[src/rtl/sum_collector_pkg.sv]
// sum_collector_pkg
//   Shared definitions for the sum collector slice: collector FSM state
//   encoding, default parameter values and a small elaboration helper.
package sum_collector_pkg;

  localparam int DEF_BLOCK_LEN = 8;
  localparam int DEF_ACC_W     = 9;
  localparam int DEF_DEPTH     = 4;

  // Width of one upstream nibble sum including its carry (0..30 nominal).
  localparam int SUM_W = 5;

  typedef enum logic [1:0] {
    IDLE  = 2'd0,
    ACCUM = 2'd1,
    PUSH  = 2'd2
  } state_t;

  function automatic bit is_pow2(input int value);
    return (value > 0) && ((value & (value - 1)) == 0);
  endfunction

endpackage

[src/rtl/sum_collector_fifo.sv]
// sum_collector_fifo
//   Small result FIFO holding completed block totals.
//   Ports:
//     clk, reset      clock, asynchronous active-high reset
//     clear           synchronous flush (empties the FIFO)
//     push, push_data write request and data; ignored when full unless a
//                     pop happens in the same cycle
//     pop             read request; ignored when empty
//     pop_data        current head entry (valid while !empty)
//     full, empty     occupancy flags
module sum_collector_fifo
  import sum_collector_pkg::*;
#(
  parameter int DEPTH = DEF_DEPTH,
  parameter int ACC_W = DEF_ACC_W
) (
  input  logic             clk,
  input  logic             reset,
  input  logic             clear,
  input  logic             push,
  input  logic [ACC_W-1:0] push_data,
  input  logic             pop,
  output logic [ACC_W-1:0] pop_data,
  output logic             full,
  output logic             empty
);

  localparam int PTR_W = $clog2(DEPTH);

  logic [ACC_W-1:0] mem [DEPTH];
  logic [PTR_W-1:0] wr_ptr_reg;
  logic [PTR_W-1:0] rd_ptr_reg;
  logic [PTR_W:0]   count_reg;
  logic             do_push;
  logic             do_pop;

  assign empty = (count_reg == '0);
  assign full  = (count_reg == (PTR_W + 1)'(DEPTH));

  // A pop frees the slot the push needs, so a full FIFO may accept a
  // write in the same cycle it is read.
  assign do_pop  = pop && !empty;
  assign do_push = push && (!full || do_pop);

  // DEPTH is a power of two, so pointers wrap by natural overflow.
  always_ff @(posedge clk or posedge reset) begin
    if (reset) begin
      wr_ptr_reg <= '0;
      rd_ptr_reg <= '0;
      count_reg  <= '0;
    end else if (clear) begin
      wr_ptr_reg <= '0;
      rd_ptr_reg <= '0;
      count_reg  <= '0;
    end else begin
      if (do_push) wr_ptr_reg <= wr_ptr_reg + 1'b1;
      if (do_pop)  rd_ptr_reg <= rd_ptr_reg + 1'b1;
      case ({do_push, do_pop})
        2'b10:   count_reg <= count_reg + 1'b1;
        2'b01:   count_reg <= count_reg - 1'b1;
        default: count_reg <= count_reg;
      endcase
    end
  end

  // Storage needs no reset: occupancy alone decides what is visible.
  always_ff @(posedge clk) begin
    if (do_push && !clear) mem[wr_ptr_reg] <= push_data;
  end

  assign pop_data = mem[rd_ptr_reg];

endmodule

[src/rtl/sum_collector.sv]
// sum_collector
//   Accumulates BLOCK_LEN upstream nibble sums into one block total and
//   queues the totals in a DEPTH-entry FIFO for a downstream consumer.
//   Ports:
//     clk, reset          clock, asynchronous active-high reset
//     clear               synchronous flush of accumulator, counter, FIFO
//     in_valid, in_sum    upstream sample handshake / 5-bit sum
//     in_ready            collector accepts a sample this cycle
//     out_valid, out_data FIFO head handshake / block total
//     out_ready           downstream accepts the head
//     blk_cnt             samples accepted in the current block
//     fifo_full           FIFO holds DEPTH entries
module sum_collector
  import sum_collector_pkg::*;
#(
  parameter int BLOCK_LEN = DEF_BLOCK_LEN,
  parameter int ACC_W     = DEF_ACC_W,
  parameter int DEPTH     = DEF_DEPTH
) (
  input  logic                         clk,
  input  logic                         reset,
  input  logic                         clear,
  input  logic                         in_valid,
  input  logic [SUM_W-1:0]             in_sum,
  output logic                         in_ready,
  output logic                         out_valid,
  output logic [ACC_W-1:0]             out_data,
  input  logic                         out_ready,
  output logic [$clog2(BLOCK_LEN)-1:0] blk_cnt,
  output logic                         fifo_full
);

  localparam int CNT_W = $clog2(BLOCK_LEN);
  localparam logic [CNT_W-1:0] LAST_CNT = CNT_W'(BLOCK_LEN - 1);

  if (BLOCK_LEN < 2 || BLOCK_LEN > 16 || !is_pow2(BLOCK_LEN)) begin : g_bad_block_len
    $error("sum_collector: BLOCK_LEN must be a power of two in 2..16");
  end
  if (DEPTH < 2 || DEPTH > 8 || !is_pow2(DEPTH)) begin : g_bad_depth
    $error("sum_collector: DEPTH must be a power of two in 2..8");
  end
  if (ACC_W < SUM_W + CNT_W) begin : g_bad_acc_w
    $error("sum_collector: ACC_W too narrow to hold a full block total");
  end

  state_t           state_reg;
  logic [ACC_W-1:0] acc_reg;
  logic [CNT_W-1:0] cnt_reg;
  logic             in_ready_reg;

  logic             take;
  logic             room;
  logic             fifo_push;
  logic             fifo_empty;
  logic             fifo_full_int;

  assign take = in_valid && in_ready_reg;

  // Room when not full, or when the head leaves in the same cycle.
  assign room      = !fifo_full_int || (out_ready && !fifo_empty);
  assign fifo_push = (state_reg == PUSH) && room;

  always_ff @(posedge clk or posedge reset) begin
    if (reset) begin
      state_reg    <= IDLE;
      acc_reg      <= '0;
      cnt_reg      <= '0;
      in_ready_reg <= 1'b1;
    end else if (clear) begin
      state_reg    <= IDLE;
      acc_reg      <= '0;
      cnt_reg      <= '0;
      in_ready_reg <= 1'b1;
    end else begin
      case (state_reg)
        IDLE: begin
          if (take) begin
            acc_reg   <= ACC_W'(in_sum);
            cnt_reg   <= CNT_W'(1);
            state_reg <= ACCUM;
          end
        end
        ACCUM: begin
          if (take) begin
            acc_reg <= acc_reg + ACC_W'(in_sum);
            if (cnt_reg == LAST_CNT) begin
              // Block complete: counter wraps and intake pauses for the push.
              cnt_reg      <= '0;
              state_reg    <= PUSH;
              in_ready_reg <= 1'b0;
            end else begin
              cnt_reg <= cnt_reg + 1'b1;
            end
          end
        end
        PUSH: begin
          if (room) begin
            acc_reg      <= '0;
            state_reg    <= IDLE;
            in_ready_reg <= 1'b1;
          end
        end
        default: begin
          state_reg    <= IDLE;
          acc_reg      <= '0;
          cnt_reg      <= '0;
          in_ready_reg <= 1'b1;
        end
      endcase
    end
  end

  sum_collector_fifo #(
    .DEPTH (DEPTH),
    .ACC_W (ACC_W)
  ) u_fifo (
    .clk       (clk),
    .reset     (reset),
    .clear     (clear),
    .push      (fifo_push),
    .push_data (acc_reg),
    .pop       (out_ready),
    .pop_data  (out_data),
    .full      (fifo_full_int),
    .empty     (fifo_empty)
  );

  assign in_ready  = in_ready_reg;
  assign out_valid = !fifo_empty;
  assign blk_cnt   = cnt_reg;
  assign fifo_full = fifo_full_int;

endmodule
[config.mk]
export PLATFORM = sky130hd
export DESIGN_NAME = sum_collector
export DESIGN_NICKNAME = d
export VERILOG_FILES = /design/src/rtl/sum_collector_pkg.sv /design/src/rtl/sum_collector_fifo.sv /design/src/rtl/sum_collector.sv
export SDC_FILE = /design/constraint.sdc
export NUM_CORES = 1
export LEC_CHECK = 0
export ABC_CLOCK_PERIOD_IN_PS = 2260
export CAP_MARGIN = 20
export CORE_ASPECT_RATIO = 1.2
export CORE_MARGIN = 4
export CORE_UTILIZATION = 57
export CTS_CLUSTER_SIZE = 10
export DETAILED_ROUTE_END_ITERATION = 7
export HOLD_SLACK_MARGIN = 0.08
export PLACE_DENSITY = 0.79
export SKIP_CTS_REPAIR_TIMING = 1
export SYNTH_ARGS = -nofsm -noshare
export SYNTH_HDL_FRONTEND = slang
export SYNTH_SLANG_ARGS = --single-unit
[constraint.sdc]
create_clock -name clk -period 2.26 [get_ports clk]
set_input_delay 0.452 -clock clk [delete_from_list [all_inputs] [get_ports clk]]
set_output_delay 0.452 -clock clk [all_outputs]
set_load 0.05 [all_outputs]
* Word-level counts from Yosys, hierarchy flattened
Memory sizes are Yosys's and may differ from the RTL's. Index checks and enable logic that the tools add are counted.
Operators by class: $add $sub $neg 6, multipliers 0, divide/modulo/power cells 0, magnitude comparators 0, equal/unequal tests 12, shifts and indexed selects 0, muxes and demuxes 29, bitwise logic cells 0, reductions and logical operators 18
Operators with widths (count):
- $mux 9 | 4
- $pmux 9 s3 | 1
- $mux 2 | 9
- $mux 3 | 5
- $ne 3x3->1 const B | 4
- $add 9x5->9 | 1
- $pmux 3 s3 | 1
- $reduce_and 4->1 | 2
- $add 3x1->3 const B | 2
- $eq 3x3->1 const B | 2
- $mux 1 | 6
- $pmux 2 s3 | 1
- $pmux 3 s2 | 1
- $reduce_and 3->1 | 2
- $logic_and 1x1->1 | 5
- $add 2x1->2 const B | 2
- $eq 2x1->1 const B | 2
- $eq 2x2->1 const B | 2
- $ne 2x2->1 const B | 2
- $reduce_bool 2->1 | 2
- $logic_not 1->1 | 3
- $logic_not 3->1 | 1
- $pmux 1 s3 | 1
- $reduce_bool 3->1 | 1
- other kinds (3) | 3
Word-level totals: register bits 22, latch bits 0, bits in writable memories 36, bits in read-only memories 0, output and inout port bits 15, word-level logic and storage cells 73, memories 1
Memory list:
- u_fifo.mem | depth 4, bits a word 9, rd ports 1, clocked after Yosys merged registers in 0, wr ports 1, line sum_collector_fifo.sv:30 | logic [ACC_W-1:0] mem [DEPTH];

* Longest topological paths before layout
word-level depth 9, depth in mapped cells 7, gate-level depth less buffers 6

* Modules after synthesis
From an unflattened synthesis, not the netlist that was laid out.
Unflattened totals: cell total of the unflattened synthesis 218, area total of the unflattened synthesis 2916.5 um2
By module, submodules not included:
- sum_collector_fifo | instances 1, cells an instance 112, area an instance 1880.6 um2
- sum_collector | instances 1, cells an instance 106, area an instance 1036.0 um2

* Worst setup path before layout
OpenSTA, ideal clock, no wires.
path kind reg-to-reg, start register u_fifo.count_reg[0], end register u_fifo.count_reg[0], library setup time 0.128 ns, arrival time 2.374 ns, path slack -0.241 ns, cell stages (with the launch flop) 5, cells stage by stage dfrtp_1 nor3b_1 nor3_1 a21oi_1 mux2_1
RTL lines:
- start, declared | line sum_collector_fifo.sv:33 | logic [PTR_W:0] count_reg;
- start signal, assigned | line sum_collector_fifo.sv:59 | 2'b10: count_reg <= count_reg + 1'b1;
- start signal, assigned | line sum_collector_fifo.sv:60 | 2'b01: count_reg <= count_reg - 1'b1;
- start signal, assigned | line sum_collector_fifo.sv:61 | default: count_reg <= count_reg;
- $eq 3x3->1 (*) | line sum_collector_fifo.sv:38 | assign full = (count_reg == (PTR_W + 1)'(DEPTH));
- named net fifo_full | line sum_collector.sv:30 | output logic fifo_full
- $logic_not 1->1 (*) | line sum_collector_fifo.sv:43, sum_collector.sv:60
- $logic_or 1x1->1 (*) | line sum_collector_fifo.sv:43, sum_collector.sv:60
- $logic_and 1x1->1 | line sum_collector.sv:61 | assign fifo_push = (state_reg == PUSH) && room;
- $logic_and 1x1->1 (*) | line sum_collector_fifo.sv:43 | assign do_push = push && (!full || do_pop);
- $eq 2x1->1 or $eq 2x2->1 (tied branches) | line sum_collector_fifo.sv:58 | case ({do_push, do_pop})
- $pmux 3 s2 | line sum_collector_fifo.sv:58
- $mux 3 | line sum_collector_fifo.sv:51 | end else if (clear) begin
The timed path passes the listed nets; every way through them passes the cells marked *. A chain may end at the register's enable or synchronous reset.

* Worst setup path after layout
start register in_ready_reg, in the netlist in_ready, end output in_ready
RTL lines:
- start, declared | line sum_collector.sv:49 | logic in_ready_reg;
- start signal, assigned | line sum_collector.sv:68 | in_ready_reg <= 1'b1;
- start signal, assigned | line sum_collector.sv:73 | in_ready_reg <= 1'b1;
- start signal, assigned | line sum_collector.sv:90 | in_ready_reg <= 1'b0;
- end, declared | line sum_collector.sv:25 | output logic in_ready,
No word-level cell between the ends.

==> out/qor.tcl <==
set qor(yosys_register_bits) 58
set qor(vdd_drop_max_v) 0.000452
set qor(final_period_minus_worst_setup_slack_ps) 2190
set qor(async_flop_share) 0.379
set qor(drc_violation_total_after_the_first_tritonroute_iteration) 157
set qor(final.setup_skew_ps) 7.79
set qor(final_area_um2) 3470
set qor(global_route.usage.total) 0.199
set qor(r2r_cells) 6
set qor(postSynthCellCount) 210
set qor(floorplan.io_pins) 25
set qor(crit_path_end_kind) {output port}
set qor(cts_root_buf) {clkbuf_8}
set qor(die_area_um2) 6190
set qor(cts-htree-levels) 3
set qor(setup_violating_endpoint_count_in_the_final_report) 0
set qor(setup_repair_after_global_routing_missed_its_margin) {no}
set qor(final.hold.worst_slack_ps) 497
set qor(initial_core_util) 0.605
set qor(worst_margin_slew_ps) 500
set qor(wl_per_cell_um) 16.7
set qor(share_of_final_layout_standard_cells_stronger_than_drive_strength_1) 0.232
set qor(ff_to_ff_setup_slack_ps) 260
set qor(rows) 27
set qor(post_synth_num_cell_types) 54
set qor(cap_violations) 0
set qor(max_freq_mhz) 456
set qor(p_per_area_nw_per_um2) 787
set qor(timing.critical_path.buf_inv) 1
set qor(drt_total_wl_um) 5370
set qor(run_status) {finished clean}
set qor(setup.worst_path.start_class) {flop}
set qor(routed-via-count) 1868
set qor(max_slew_margin) 0.667
set qor(portBuffers) 24
set qor(final-hold-violation-count) 0
set qor(yosysTopAreaCell) {edfxtp_1}
set qor(synth_top_cell_area_share) 0.380
set qor(data_required_time_at_the_worst_endpoint_ps) 1810
set qor(ys_warn_count) 0
set qor(placedInstanceArea_um2) 3260
set qor(number_of_nets_in_the_synthesized_netlist) 233
set qor(cp_top_family) {buffers and inverters}
set qor(insertedDiodeCount) 0
set qor(die_w_um) 72.5
set qor(number_of_enable_flip_flop_cells_after_synthesis) 36
set qor(timing.final.max_slew_violations) 0
set qor(mostFrequentLayoutCell) {edfxtp_1}
set qor(worst-endpoint-arrival_ps) 1740
set qor(mostFrequentLayoutCells) {edfxtp_1 (36), buf_4 (31), dfrtp_1 (21)}
set qor(worst_path_cell_chain) {clkdlybuf4s50_1}
set qor(die_y_extent_um) 85.4
set qor(numClockSinks) 58
set qor(clock_latency_ps) 320
set qor(number_of_buffers_inserted_during_clock_tree_synthesis) 9
set qor(timing.final.crit_share) 0.970
set qor(worst_r2r_endpoint) {u_fifo.count_reg[2]$_DFFE_PP0P_}
set qor(yosysSeqAreaShare) 0.574
set qor(route.detailed.drc) 0
set qor(critical_path_peak_fanout) 9
set qor(dominantRegCellSynth) {edfxtp_1}
set qor(crit-reg2reg-launch) {u_fifo.count_reg[2]$_DFFE_PP0P_}
set qor(grt_pass1_wl_um) 9380
set qor(critPathSlowestCell) {clkdlybuf4s50_1}
set qor(syn_area_um2) 2840
set qor(largest_register_ffs) 36
set qor(finish.net_count) 281
set qor(cts_tree) {done}
set qor(worst_hold_path_type) {in2async}
set qor(post_drt_via_cell_ratio) 5.82
set qor(cts_max_path_buffers) 2
set qor(crit_type) {reg2out}
set qor(gp_congestion) 0.830
set qor(cts.reportedPaths.clkPinSlew_ps) 60
set qor(power.leakage_nw) 1.38
set qor(syn_area_per_cell_um2) 13.5
set qor(cpPeakStageDelay_ps) 820
set qor(grt_overflow_total) 0
set qor(place_hpwl_um) 3900
set qor(number_of_antenna_violations_at_the_first_check_in_global_routing) 0
set qor(grt_pass1_vias) 1955
set qor(dr.pass1.iters) 4
set qor(syn_to_final_growth_pct) 22.1
set qor(post_synth_main_area_contributors) {edfxtp_1 (38%), dfrtp_1 (18%), mux4_2 (7.1%)}
set qor(standard_cell_core_area_um2) 4700
set qor(maximum_number_of_pins_on_one_net_before_global_route_repair) 23
set qor(ant_nets) 0
[Yosys cell counts, types with 4 or more instances]
cell type,count
and2_1,5
nand2_1,11
a21oi_1,12
mux4_2,9
inv_1,6
dfrtp_1,21
edfxtp_1,36
ha_1,11
xnor2_1,4
nor2_1,14
nor3_1,4
or3_1,4
clkbuf_1,4
nand3_1,5
[final cells by class]
class                      count  area, µm²
sequential                    58       1630
fill                         295       1220
multi-input combinational    138       1150
timing repair buffer          45        383
clock buffer                   9        124
clock inverter                 7       83.8
tap                           58       72.6
inverter                       6       22.5
[per-layer routing]
| layer | GRT usage | vias up | share of wire |
|---|---|---|---|
| met3 | 0.0545 | 2 | 0.050 |
| met5 | 0 | - | 0 |
| met2 | 0.325 | 44 | 0.52 |
| met4 | 0.0587 | 0 | 0.0054 |
| li1 | - | 912 | - |
| met1 | 0.260 | 910 | 0.42 |
[where the power goes]
part / internal [mW] / leakage, nW / switching, mW / total (mW)
registers: 1.16 / 0.620 / 0.0332 / 1.19
logic: 0.243 / 0.652 / 0.314 / 0.556
clock network: 0.607 / 0.103 / 0.381 / 0.988
total: 2.00 / 1.38 / 0.728 / 2.73
[cell families (layout without fill, tap and decap cells)]
| logic type | after synthesis | in the layout | share of synthesized area |
|---|---|---|---|
| compound gates | 45 | 45 | 0.120 |
| xor+xnor | 6 | 6 | 0.0185 |
| fa+ha+maj | 13 | 13 | 0.0625 |
| buf+inv | 14 | 67 | 0.0220 |
| flops | 58 | 58 | 0.574 |
| mux | 13 | 13 | 0.0858 |
| simple gates | 61 | 61 | 0.117 |
[how the worst max path moves through the flow]
stage,depth (start not counted),endpoint,from
global route,1,in_ready,in_ready$_DFFE_PP1P_
global placement,8,acc_reg[8]$_DFFE_PP0P_,in_sum[0]
CTS,1,in_ready,in_ready$_DFFE_PP1P_
finish,1,in_ready,in_ready$_DFFE_PP1P_
detailed placement,8,acc_reg[8]$_DFFE_PP0P_,in_sum[0]
floorplan,7,u_fifo.count_reg[2]$_DFFE_PP0P_,state_reg[1]$_DFFE_PP0P_
[metrics by stage]
step | std cells | power, mW | utilization | setup TNS [ps] | setup WS, ps
after floorplan | 210 | 1.60 | - | 0 | 190
after global placement | 305 | 1.76 | 0.695 | -254 | -121
after detailed placement | 305 | 1.77 | 0.695 | -501 | -148
after CTS | 321 | 2.76 | 0.739 | 0 | 57.4
after global routing | 321 | 2.87 | 0.739 | 0 | 8.97
final | 321 | 2.73 | 0.739 | 0 | 68.7
Note: power is estimated with default switching activity, not from simulation.
